[config.mk]
export PLATFORM = sky130hd
export DESIGN_NAME = regfile_write_arbiter
export DESIGN_NICKNAME = d
export VERILOG_FILES = /design/src/rtl/regfile_write_arbiter_pkg.sv /design/src/rtl/regfile_write_arbiter_rr_arbiter.sv /design/src/rtl/regfile_write_arbiter.sv
export SDC_FILE = /design/constraint.sdc
export NUM_CORES = 1
export LEC_CHECK = 0
export ABC_AREA = 1
export ABC_CLOCK_PERIOD_IN_PS = 1900
export CORE_UTILIZATION = 37
export CTS_CLUSTER_DIAMETER = 100
export DETAILED_ROUTE_END_ITERATION = 10
export GPL_TIMING_DRIVEN = 1
export PLACE_DENSITY_LB_ADDON = 0.15
export SETUP_SLACK_MARGIN = 0.2
export SLEW_MARGIN = 10
export SYNTH_ARGS = -nofsm -noshare
export SYNTH_HDL_FRONTEND = slang
export SYNTH_SLANG_ARGS = --single-unit
[constraint.sdc]
create_clock -name clk -period 1.9 [get_ports clk]
set_input_delay 0.19 -clock clk [delete_from_list [all_inputs] [get_ports clk]]
set_output_delay 0.19 -clock clk [all_outputs]
set_load 0.005 [all_outputs]
[src/rtl/regfile_write_arbiter_pkg.sv]
// Shared parameters, requester indices and helpers for the register-file write arbiter.
package regfile_write_arbiter_pkg;

  localparam int NREQ = 3;
  localparam int DW   = 32;
  localparam int AW   = 5;
  localparam int NREG = 1 << AW;
  localparam int PW   = $clog2(NREQ);

  typedef enum logic [PW-1:0] {
    REQ_ALU = PW'(0),
    REQ_MEM = PW'(1),
    REQ_MDU = PW'(2)
  } req_id_e;

  localparam logic [AW-1:0] REG_ZERO = '0;

  // Round-robin successor of a requester index (wraps at NREQ, not at 2**PW).
  function automatic logic [PW-1:0] next_idx(input logic [PW-1:0] i);
    return (i == PW'(NREQ - 1)) ? '0 : i + PW'(1);
  endfunction

endpackage

[src/rtl/regfile_write_arbiter_rr_arbiter.sv]
// NREQ-way round-robin arbiter: search starts just after the last granted requester.
module rr_arbiter
  import regfile_write_arbiter_pkg::*;
(
  input  logic            clk,
  input  logic            rst_n,
  input  logic [NREQ-1:0] valid,
  input  logic            advance,
  output logic [NREQ-1:0] grant
);

  logic [PW-1:0]   last;
  logic [PW-1:0]   idx;
  logic [PW-1:0]   winner;
  logic [NREQ-1:0] grant_raw;
  logic            found;

  // NOTE: every variable written here gets a default first, so no path leaves it unassigned and no latch is inferred.
  always_comb begin
    grant_raw = '0;
    found     = 1'b0;
    winner    = last;
    idx       = last;
    for (int k = 0; k < NREQ; k++) begin
      idx = next_idx(idx);
      if (!found && valid[idx]) begin
        grant_raw[idx] = 1'b1;
        winner         = idx;
        found          = 1'b1;
      end
    end
  end

  // Grant is suppressed while reset is held so no requester sees a handshake.
  assign grant = rst_n ? grant_raw : '0;

  // NOTE: sequential state uses non-blocking assignments so all registers update together at the edge.
  always_ff @(posedge clk or negedge rst_n) begin
    if (!rst_n) begin
      last <= PW'(NREQ - 1);
    end else if (advance) begin
      last <= winner;
    end
  end

endmodule

[src/rtl/regfile_write_arbiter.sv]
// Shares the register-file write port among ALU/MEM/MDU writeback and tracks busy registers.
module regfile_write_arbiter
  import regfile_write_arbiter_pkg::*;
(
  input  logic               clk,
  input  logic               rst_n,
  input  logic [NREQ-1:0]    req_valid,
  input  logic [AW*NREQ-1:0] req_wn,
  input  logic [DW*NREQ-1:0] req_wd,
  output logic [NREQ-1:0]    req_ready,
  output logic               RegWrite,
  output logic [AW-1:0]      WN,
  output logic [DW-1:0]      WD,
  input  logic               claim_valid,
  input  logic [AW-1:0]      claim_wn,
  input  logic               flush,
  input  logic [AW-1:0]      RN1,
  input  logic [AW-1:0]      RN2,
  output logic [NREG-1:0]    busy,
  output logic               busy_rn1,
  output logic               busy_rn2
);

  logic            transfer;
  logic [AW-1:0]   sel_wn;
  logic [DW-1:0]   sel_wd;
  logic [NREG-1:0] busy_nxt;

  assign transfer = |(req_valid & req_ready);

  rr_arbiter u_rr (
    .clk     (clk),
    .rst_n   (rst_n),
    .valid   (req_valid),
    .advance (transfer),
    .grant   (req_ready)
  );

  // Grant is one-hot, so an AND-OR mux selects the winning write.
  always_comb begin
    sel_wn = '0;
    sel_wd = '0;
    for (int i = 0; i < NREQ; i++) begin
      if (req_ready[i]) begin
        sel_wn = sel_wn | req_wn[AW*i +: AW];
        sel_wd = sel_wd | req_wd[DW*i +: DW];
      end
    end
  end

  always_ff @(posedge clk or negedge rst_n) begin
    if (!rst_n) begin
      RegWrite <= 1'b0;
      WN       <= '0;
      WD       <= '0;
    end else if (transfer) begin
      RegWrite <= (sel_wn != REG_ZERO);
      WN       <= sel_wn;
      WD       <= sel_wd;
    end else begin
      RegWrite <= 1'b0;
    end
  end

  // Order matters: a claim overrides a same-edge clear, and flush overrides both.
  always_comb begin
    busy_nxt = busy;
    if (RegWrite) begin
      busy_nxt[WN] = 1'b0;
    end
    if (claim_valid && (claim_wn != REG_ZERO)) begin
      busy_nxt[claim_wn] = 1'b1;
    end
    if (flush) begin
      busy_nxt = '0;
    end
    busy_nxt[REG_ZERO] = 1'b0;
  end

  // NOTE: the 32-bit scoreboard is small flop state, not a RAM, so it is cleared by reset like any register.
  always_ff @(posedge clk or negedge rst_n) begin
    if (!rst_n) begin
      busy <= '0;
    end else begin
      busy <= busy_nxt;
    end
  end

  assign busy_rn1 = busy[RN1];
  assign busy_rn2 = busy[RN2];

endmodule
==> impl_metrics.toml, run 1 <==
[critical_path]
worstPathRequired_ns = 2.11
cp.arrival_ns = 2.30
crit_fanout = 6
path_class = "reg2reg"
r2r_cells = 14
cp-start-kind = "flip-flop"
setup.worst_path.end_class = "flip-flop"

[cells_and_area]
num_antenna_cells = 0
areaGrowthSynthToFinish_pct = 75.14
drive_gt1_share_pct = 17.83
nets = 958
final_cells = 970

[grt]
grt_overflow = 0
grt_pass1_vias = 4936
grt_antenna_before_repair = 0
grt_max_degree = 33
grtUsageTotal_pct = 26.72
grt_pass1_wl_um = 24120

[logic_synthesis]
synthTopCellsByArea = "dfrtp_1 (43%), nand2_1 (17%), o21ai_0 (8.4%)"
synth_edf_count = 0
synth.distinct_cells = 28
synth.ff_latch_count = 71
yosys_warnings = 0
ys_seq_area_share_pct = 43.14
synth_top_area_share_pct = 42.50
synth_nets = 704
syn-instance-count = 571
syn_area_um2 = 4121
yosys.area.top_type = "dfrtp_1"
synth_ff_type = "dfrtp_1"
synth_area_per_cell_um2 = 7.218
synthArstFlopShare_pct = 100.0

[drt]
drcViolationCount = 0
wl_per_cell_um = 16.31
drtIter0Drc = 252
ant_nets = 0
viasPerCell = 5.378
dr.pass1.iters = 7
vias = 5217
routed_wl_um = 15820

[power_and_ir_drop]
peakVddDrop_mv = 0.6442
p_per_area_nw_per_um2 = 1147
power.leakage_nw = 3.087

[worst_hold_path]
hp-class = "in2reg"
whs_path_depth = 4

[floorplanning]
die_y_um = 107.5
core_area_um2 = 10840
ioPinCount = 208
fp-row-count = 38
dieWidth_um = 107.5
die_area_um2 = 11560
initial_core_util_pct = 38.02

[outcome]
violations = "negative setup slack"
status = "finished, violations left"

[cts]
clock-sinks = 71
clock_path_buffers = 2
cts_tree = "done"
cts_made_buffers = 9
cts-root-buf = "clkbuf_8"
clkTransAtPathRegs_ns = 0.07
insertion_delay_ns = 0.34
h-tree-depth = 3

[timing]
drv_slew = 0
fin_crit_sh_pct = 109.9
finClkSkew_ns = 0.009727
fin_crit_ns = 2.088
hold_viol_final = 0
grt_setup_unrepaired = "true"
setup_viol = 43
max_freq_ghz = 0.4790
setup_ws_ns = -0.1877

[placed_design]
place_hpwl_um = 11810
io_buffers = 206
routabilityCongestion = 0.9101
dp.cells = 934
place_ws_ns = -0.4701

[job]
max-cap-violations = 0
## power breakdown
part	switching [W]	internal, W
Sequential	0.000400	0.00198
Combinational	0.00237	0.00246
Clock	0.000524	0.000547
## what timing repair did
action | CTS | global route
hold buffers | 1 | 0
pin swaps | 23 | 17
gates resized for setup | 76 | 47
cloned | 2 | 3
endpoints found under the hold margin | 43 | 0
endpoints found under the setup margin | 45 | 45
buffers inserted | 12 | 2
## Yosys cell counts, types with 6 or more instances
master / instances
a21oi_1: 34
buf_2: 9
clkbuf_1: 8
dfrtp_1: 70
inv_1: 28
nand2_1: 182
nand2_2: 6
nand3_1: 42
nand4_1: 36
nor2_1: 35
nor3_1: 12
o21ai_0: 69
o221ai_1: 8
## worst max-delay path: stages (launching register included)
cell and delay [ns]:
dfstp_2 0.60, buf_6 0.13, nor2_4 0.04, nand2_2 0.12, inv_2 0.05, nor2_4 0.12, nand4_1 0.14, nand2_2 0.12
nand2_4 0.06, buf_4 0.14, nand3_4 0.08, inv_8 0.06, clkbuf_16 0.16, nand2_2 0.06, nand4_1 0.08
## worst paths after layout
kind / start / endpoint / slack [ns]
max: u_rr.last[1]$_DFFE_PN1P_ / WD[14]$_DFFE_PN0P_ / -0.19
min: rst_n / u_rr.last[1]$_DFFE_PN1P_ / 0.27
max reg2reg: u_rr.last[1]$_DFFE_PN1P_ / WD[14]$_DFFE_PN0P_ / -0.19
min reg2reg: WD[12]$_DFFE_PN0P_ / WD[12]$_DFFE_PN0P_ / 0.49
max in group asynchronous: rst_n / WD[27]$_DFFE_PN0P_ / 0.66
min in group asynchronous: rst_n / u_rr.last[0]$_DFFE_PN0P_ / 0.53
## cell type report
class	instances	area [um^2]
Clock buffer	15	166.4
Inverter	34	137.6
Fill cell	915	3622
Multi-Input combinational cell	444	2337
Tap cell	140	175.2
Timing Repair Buffer	264	2611
Sequential cell	71	1778
Clock inverter	1	5.005
Timing Repair inverter	1	7.507
## per-layer routing
layer / track usage, % / part of all wire [%] / vias to the layer above
met4: 8.219 / 2.0 / 0
li1: - / - / 2469
met5: 0 / 0 / -
met3: 5.993 / 8.7 / 32
met1: 31.57 / 38 / 2436
met2: 47.80 / 51 / 280
## per-stage QoR
| step | hold slack, ns | total power, W | instance area, um^2 | utilization (%) | TNS, ns |
|---|---|---|---|---|---|
| finish | 0.2743 | 0.008279 | 7218 | 66.59 | -5.828 |
| global route | 0.2876 | 0.008855 | 7218 | 66.59 | -11.28 |
| CTS | 0.2684 | 0.007609 | 6982 | 64.40 | -2.985 |
| detailed placement | 0.2801 | 0.006182 | 6566 | 60.57 | -7.995 |
| global placement | 0.2750 | 0.006092 | 6566 | 60.57 | -6.343 |
| floorplan | -0.1056 | 0.004172 | 4141 | - | 0 |
## sequential cells by signal, indices dropped and copies added, names as in the netlist
signal     cells
u_rr.last      2
WN             5
busy          31
WD            32
RegWrite       1
## placed cells by master, fill, tap and decap left out, types with 2 or more instances in the layout
| cell type | n |
|---|---|
| a21oi_1 | 34 |
| buf_12 | 2 |
| buf_2 | 3 |
| buf_4 | 35 |
| buf_6 | 21 |
| clkbuf_1 | 4 |
| clkbuf_16 | 2 |
| clkbuf_8 | 11 |
| clkdlybuf4s50_1 | 196 |
| dfrtp_1 | 70 |
| dlygate4sd2_1 | 4 |
| inv_1 | 23 |
| inv_2 | 9 |
| nand2_1 | 154 |
| nand2_2 | 24 |
| nand2_4 | 10 |
| nand3_1 | 25 |
| nand3_2 | 15 |
| nand3_4 | 4 |
| nand4_1 | 36 |
| nor2_1 | 31 |
| nor2_2 | 3 |
| nor2_4 | 3 |
| nor3_1 | 12 |
| o211ai_1 | 5 |
| o21ai_0 | 59 |
| o21ai_1 | 10 |
| o21bai_1 | 4 |
| o221ai_1 | 8 |
| o22ai_1 | 4 |
## cells by family after synthesis
| family | after synthesis | share of synthesized area, % |
|---|---|---|
| and+or+nand+nor | 317 | 33.79 |
| DFF | 71 | 43.14 |
| buffers and inverters | 56 | 6.254 |
| AOI/OAI and AO/OA | 126 | 16.73 |
| other | 1 | 0.09099 |
Power figures use the tool's default switching activity.
==> inputs of run 2 (changes only) <==
Settings changed: PLACE_DENSITY from default to 0.78, PLACE_DENSITY_LB_ADDON 0.15 to default.
==> impl_metrics.toml, run 2 (same netlist as run 1, synthesis figures left out) <==
[outcome]
status = "finished, violations left"
violations = "negative setup slack"

[timing]
relSlewSlack_pct = 65.23
drv_slew = 0
max_freq_ghz = 0.4891
fin_crit_sh_pct = 107.6
grt_setup_unrepaired = "true"
tightest_slew_ns = 0.5216
finClkSkew_ns = 0.009270
hold_viol_final = 0
setup_ws_ns = -0.1447
fin_crit_ns = 2.045
setup_viol = 43
whs_ns = 0.2761
fin_tns_setup_ns = -4.083

[cts]
h-tree-depth = 3
clock-sinks = 71
clock_path_buffers = 2
clkTransAtPathRegs_ns = 0.07
insertion_delay_ns = 0.36
cts-root-buf = "clkbuf_8"
cts_made_buffers = 9
cts_tree = "done"

[critical_path]
path_class = "reg2reg"
setup.worst_path.start = "u_rr.last[1]$_DFFE_PN1P_"
cp-start-kind = "flip-flop"
crit_fanout = 8
setup.worst_path.end_class = "flip-flop"
worstPathRequired_ns = 2.12
regToRegStartpoint = "u_rr.last[1]$_DFFE_PN1P_"
cp.arrival_ns = 2.27

[floorplanning]
ioPinCount = 208
dieWidth_um = 107.5
initial_core_util_pct = 38.02
fp-row-count = 38
core_area_um2 = 10840
die_area_um2 = 11560
die_y_um = 107.5

[power_and_ir_drop]
peakVddDrop_mv = 0.8451
switching_share_pct = 39.17
netSwitchingPower_w = 0.003277
p_per_area_nw_per_um2 = 1138
p_seq_share_pct = 28.4
power_frac_comb_pct = 56.9
p_int_w = 0.005088
pwr-share-clk_pct = 14.6
power.leakage_nw = 3.198

[drt]
viasPerCell = 5.406
routed_wl_um = 17010
wl_per_cell_um = 17.20
drtIter0Drc = 297
dr.pass1.iters = 7
vias = 5347
ant_nets = 0
drcViolationCount = 0

[cells_and_area]
nets = 977
drive_gt1_share_pct = 19.10
register_area_um2 = 1779
largest_reg_flops = 32
areaGrowthSynthToFinish_pct = 78.32
nFillCells = 861
final_cell_mix = "clkdlybuf4s50_1 (194), nand2_1 (158), dfrtp_1 (69)"
regMostFlops = "WD"
reg_top3 = "WD x32, busy x31, WN x5"
multi_input_area_um2 = 2258
final_common_cell = "clkdlybuf4s50_1"

[placed_design]
place_hpwl_um = 12650
io_buffers = 206
routabilityCongestion = 0.9050

[grt]
grt_pass1_vias = 5413
grt_overflow = 0
grt_pass1_wl_um = 26720
grt_max_degree = 57
grt_antenna_before_repair = 0
grtUsageTotal_pct = 30.20

[job]
max-cap-violations = 0

[worst_hold_path]
hp-class = "in2async"
==> run 2: changes by cell type in the layout (fill, tap and decap cells not counted), sizes merged <==
cell and delta:
diode +1, clkbuf -6, clkinv +1, buf +21, clkdlybuf4s50 -2, dlygate4sd2 -1
clkinvlp +2, dlymetal6s2s +2, bufinv +1
==> run 2: worst max-delay path, stage by stage, from the launching register on <==
cell,delay (ns)
dfstp_2,0.64
nor2_4,0.07
nand2_2,0.12
inv_2,0.05
nor2_4,0.13
nand4_1,0.13
nand2_2,0.12
nand2_4,0.06
buf_6,0.12
nand3_4,0.10
inv_8,0.07
buf_12,0.14
nand2_1,0.06
nand4_1,0.09
==> run 2: repair_timing <==
item,CTS,global route
setup buffers,20,9
hold endpoints to repair,15,0
cloned,4,0
endpoints found under the setup margin,45,102
gates resized for setup,92,27
pin swaps,24,17
hold buffers,1,0
==> run 2: layout make-up <==
class                           count  area share [%]
Antenna cell                        1         0.03405
Tap cell                          140           2.383
Timing Repair inverter              1          0.1021
Multi-Input combinational cell    444           30.73
Sequential cell                    71           24.21
Clock inverter                      5          0.8001
Timing Repair Buffer              283           37.93
Inverter                           34           1.941
Clock buffer                       10           1.873
==> run 2: per-stage QoR <==
stage | power, W | setup slack [ns] | instances | area (um^2) | utilization (%)
2_1_floorplan | 0.004172 | 0.1709 | 571 | 4141 | -
3_3_place_gp | 0.006257 | -0.4828 | 939 | 6654 | 61.38
3_5_place_dp | 0.006347 | -0.4272 | 939 | 6654 | 61.38
4_1_cts | 0.008260 | -0.1431 | 979 | 7201 | 66.42
5_1_grt | 0.008908 | -0.2253 | 988 | 7347 | 67.77
6_report | 0.008365 | -0.1447 | 989 | 7350 | 67.80
==> run 2: final timing paths <==
path                       slack, ns  depth (start not counted)            endpoint
min in group clk                0.41                          3  WD[27]$_DFFE_PN0P_
max in group asynchronous       0.54                          4  busy[15]$_DFF_PN0_
min                             0.28                          2   WD[2]$_DFFE_PN0P_
max                            -0.14                         13  WD[30]$_DFFE_PN0P_
max reg2reg                    -0.14                         13  WD[30]$_DFFE_PN0P_
min reg2reg                     0.49                          2  WD[31]$_DFFE_PN0P_
==> run 2: layer usage <==
metal | global-route usage, % | routed length [um] | vias to the layer above
met1 | 33.38 | 6358 | 2535
li1 | - | - | 2506
met4 | 13.31 | 533 | 0
met5 | 0 | 0 | -
met2 | 54.72 | 8753 | 263
met3 | 7.082 | 1365 | 43
==> run 2: power groups by stage <==
stage | clock network, W | registers [W] | logic (W)
final | 0.00122 | 0.00238 | 0.00476
after global routing | 0.00130 | 0.00244 | 0.00517
after CTS | 0.00124 | 0.00237 | 0.00465
after detailed placement | 0 | 0.00234 | 0.00400
after global placement | 0 | 0.00234 | 0.00392
after floorplan | 0 | 0.00231 | 0.00186
==> inputs of run 3 (changes only) <==
Settings changed: CORE_ASPECT_RATIO from default to 0.8, SETUP_SLACK_MARGIN 0.2 to 0.02, SLEW_MARGIN 10 to 20.
==> impl_metrics.toml, run 3 (same netlist as run 1, synthesis figures left out) <==
[outcome]
status = "finished, violations left"
violations = "negative setup slack"

[cts]
clock_path_buffers = 2
clkTransAtPathRegs_ns = 0.05
cts-root-buf = "clkbuf_16"
cts_made_buffers = 9
h-tree-depth = 3
cts_tree = "done"
clock-sinks = 71
insertion_delay_ns = 0.33

[placed_design]
place_ws_ns = -0.4337
routabilityCongestion = 0.9868
place_hpwl_um = 12610
io_buffers = 206

[timing]
relSlewSlack_pct = 54.04
hold_viol_final = 0
max_freq_ghz = 0.4826
whs_ns = 0.3126
setup_ws_ns = -0.1723
setup_viol = 43
finClkSkew_ns = 0.01024
fin_crit_sh_pct = 109.1
tightest_slew_ns = 0.6893
drv_slew = 0
fin_crit_ns = 2.072
grt_setup_unrepaired = "true"

[floorplanning]
die_area_um2 = 11570
dieWidth_um = 120
core_area_um2 = 10850
fp-row-count = 34
die_y_um = 96.40
ioPinCount = 208
initial_core_util_pct = 37.99

[power_and_ir_drop]
peakVddDrop_mv = 0.8671
power.leakage_nw = 3.083
p_per_area_nw_per_um2 = 1201

[cells_and_area]
nets = 957
final_cell_mix = "clkdlybuf4s50_1 (196), nand2_1 (162), dfrtp_1 (66)"
regMostFlops = "WD"
final_common_cell = "clkdlybuf4s50_1"
finish.utilization_pct = 66.46
drive_gt1_share_pct = 16.18
areaGrowthSynthToFinish_pct = 74.92
reg_top3 = "WD x32, busy x31, WN x5"
num_antenna_cells = 0
largest_reg_flops = 32

[critical_path]
setup.worst_path.end_class = "flip-flop"
cp-start-kind = "flip-flop"
crit_fanout = 6
worstPathRequired_ns = 2.09
path_class = "reg2reg"
cp.arrival_ns = 2.26
r2r_cells = 14

[worst_hold_path]
whs_path_depth = 4
hp-class = "in2reg"

[drt]
vias = 5311
drcViolationCount = 0
drtIter0Drc = 332
viasPerCell = 5.464
ant_nets = 0
routed_wl_um = 16870
wl_per_cell_um = 17.36
dr.pass1.iters = 5

[job]
max-cap-violations = 0

[grt]
grt_pass1_wl_um = 25450
grt_antenna_before_repair = 0
grt_pass1_vias = 5053
grt_max_degree = 55
grt_overflow = 0
grtUsageTotal_pct = 28.52
[run 3: critical path: stages, from the launching register on]
cell     delay [ns]
dfstp_2        0.62
nor2_4         0.08
nand2_2        0.10
inv_2          0.05
nor2_4         0.12
buf_4          0.12
nand4_1        0.11
nand2_2        0.11
nand2_2        0.06
buf_4          0.15
nand3_4        0.09
inv_8          0.06
buf_12         0.14
nand2_2        0.05
nand4_1        0.09
[run 3: path summary, 6_finish.rpt]
check	start	end	slack, ns
worst max-delay path	u_rr.last[1]$_DFFE_PN1P_	WD[27]$_DFFE_PN0P_	-0.17
worst min-delay path	rst_n	u_rr.last[1]$_DFFE_PN1P_	0.31
worst max register to register	u_rr.last[1]$_DFFE_PN1P_	WD[27]$_DFFE_PN0P_	-0.17
worst min register to register	WD[10]$_DFFE_PN0P_	WD[10]$_DFFE_PN0P_	0.48
max in group asynchronous	rst_n	busy[5]$_DFF_PN0_	0.28
min in group asynchronous	rst_n	WD[18]$_DFFE_PN0P_	0.57
[run 3: power breakdown]
part           internal, W  total, W  switching, W
Combinational      0.00237   0.00460       0.00222
Sequential         0.00198   0.00239      0.000409
Clock              0.00105   0.00167      0.000627
[run 3: final cells by class]
type                       count  area, um^2
clock buffer                  10       239.0
inverter                      34       137.6
clock inverter                 5       57.56
fill                         894        3638
tap                          144       180.2
multi-input combinational    444        2220
timing repair inverter         1       5.005
sequential                    71        1783
timing repair buffer         263        2587
[run 3: what timing repair did]
item / CTS / global route
resized for setup: 48 / 44
gates cloned: 1 / 1
buffers inserted: 9 / 6
setup endpoints to repair: 45 / 45
pin swaps: 8 / 5
endpoints found under the hold margin: 17 / 0
hold buffers: 1 / 0
[run 3: per-layer routing]
metal	GRT usage (%)	routed length, um
met1	33.58	6513
met2	49.23	8285
met3	8.275	1591
met4	11.88	479
met5	0	0
[run 3: through the flow]
| stage | std cells | TNS (ns) | area (um^2) | power, W |
|---|---|---|---|---|
| 4_1_cts | 965 | -3.196 | 7027 | 0.008266 |
| 3_3_place_gp | 939 | -5.386 | 6584 | 0.006195 |
| 2_1_floorplan | 571 | 0 | 4121 | 0.004147 |
| 5_1_grt | 972 | -11.13 | 7209 | 0.009223 |
| 6_report | 972 | -5.625 | 7209 | 0.008662 |
| 3_5_place_dp | 939 | -8.938 | 6584 | 0.006290 |
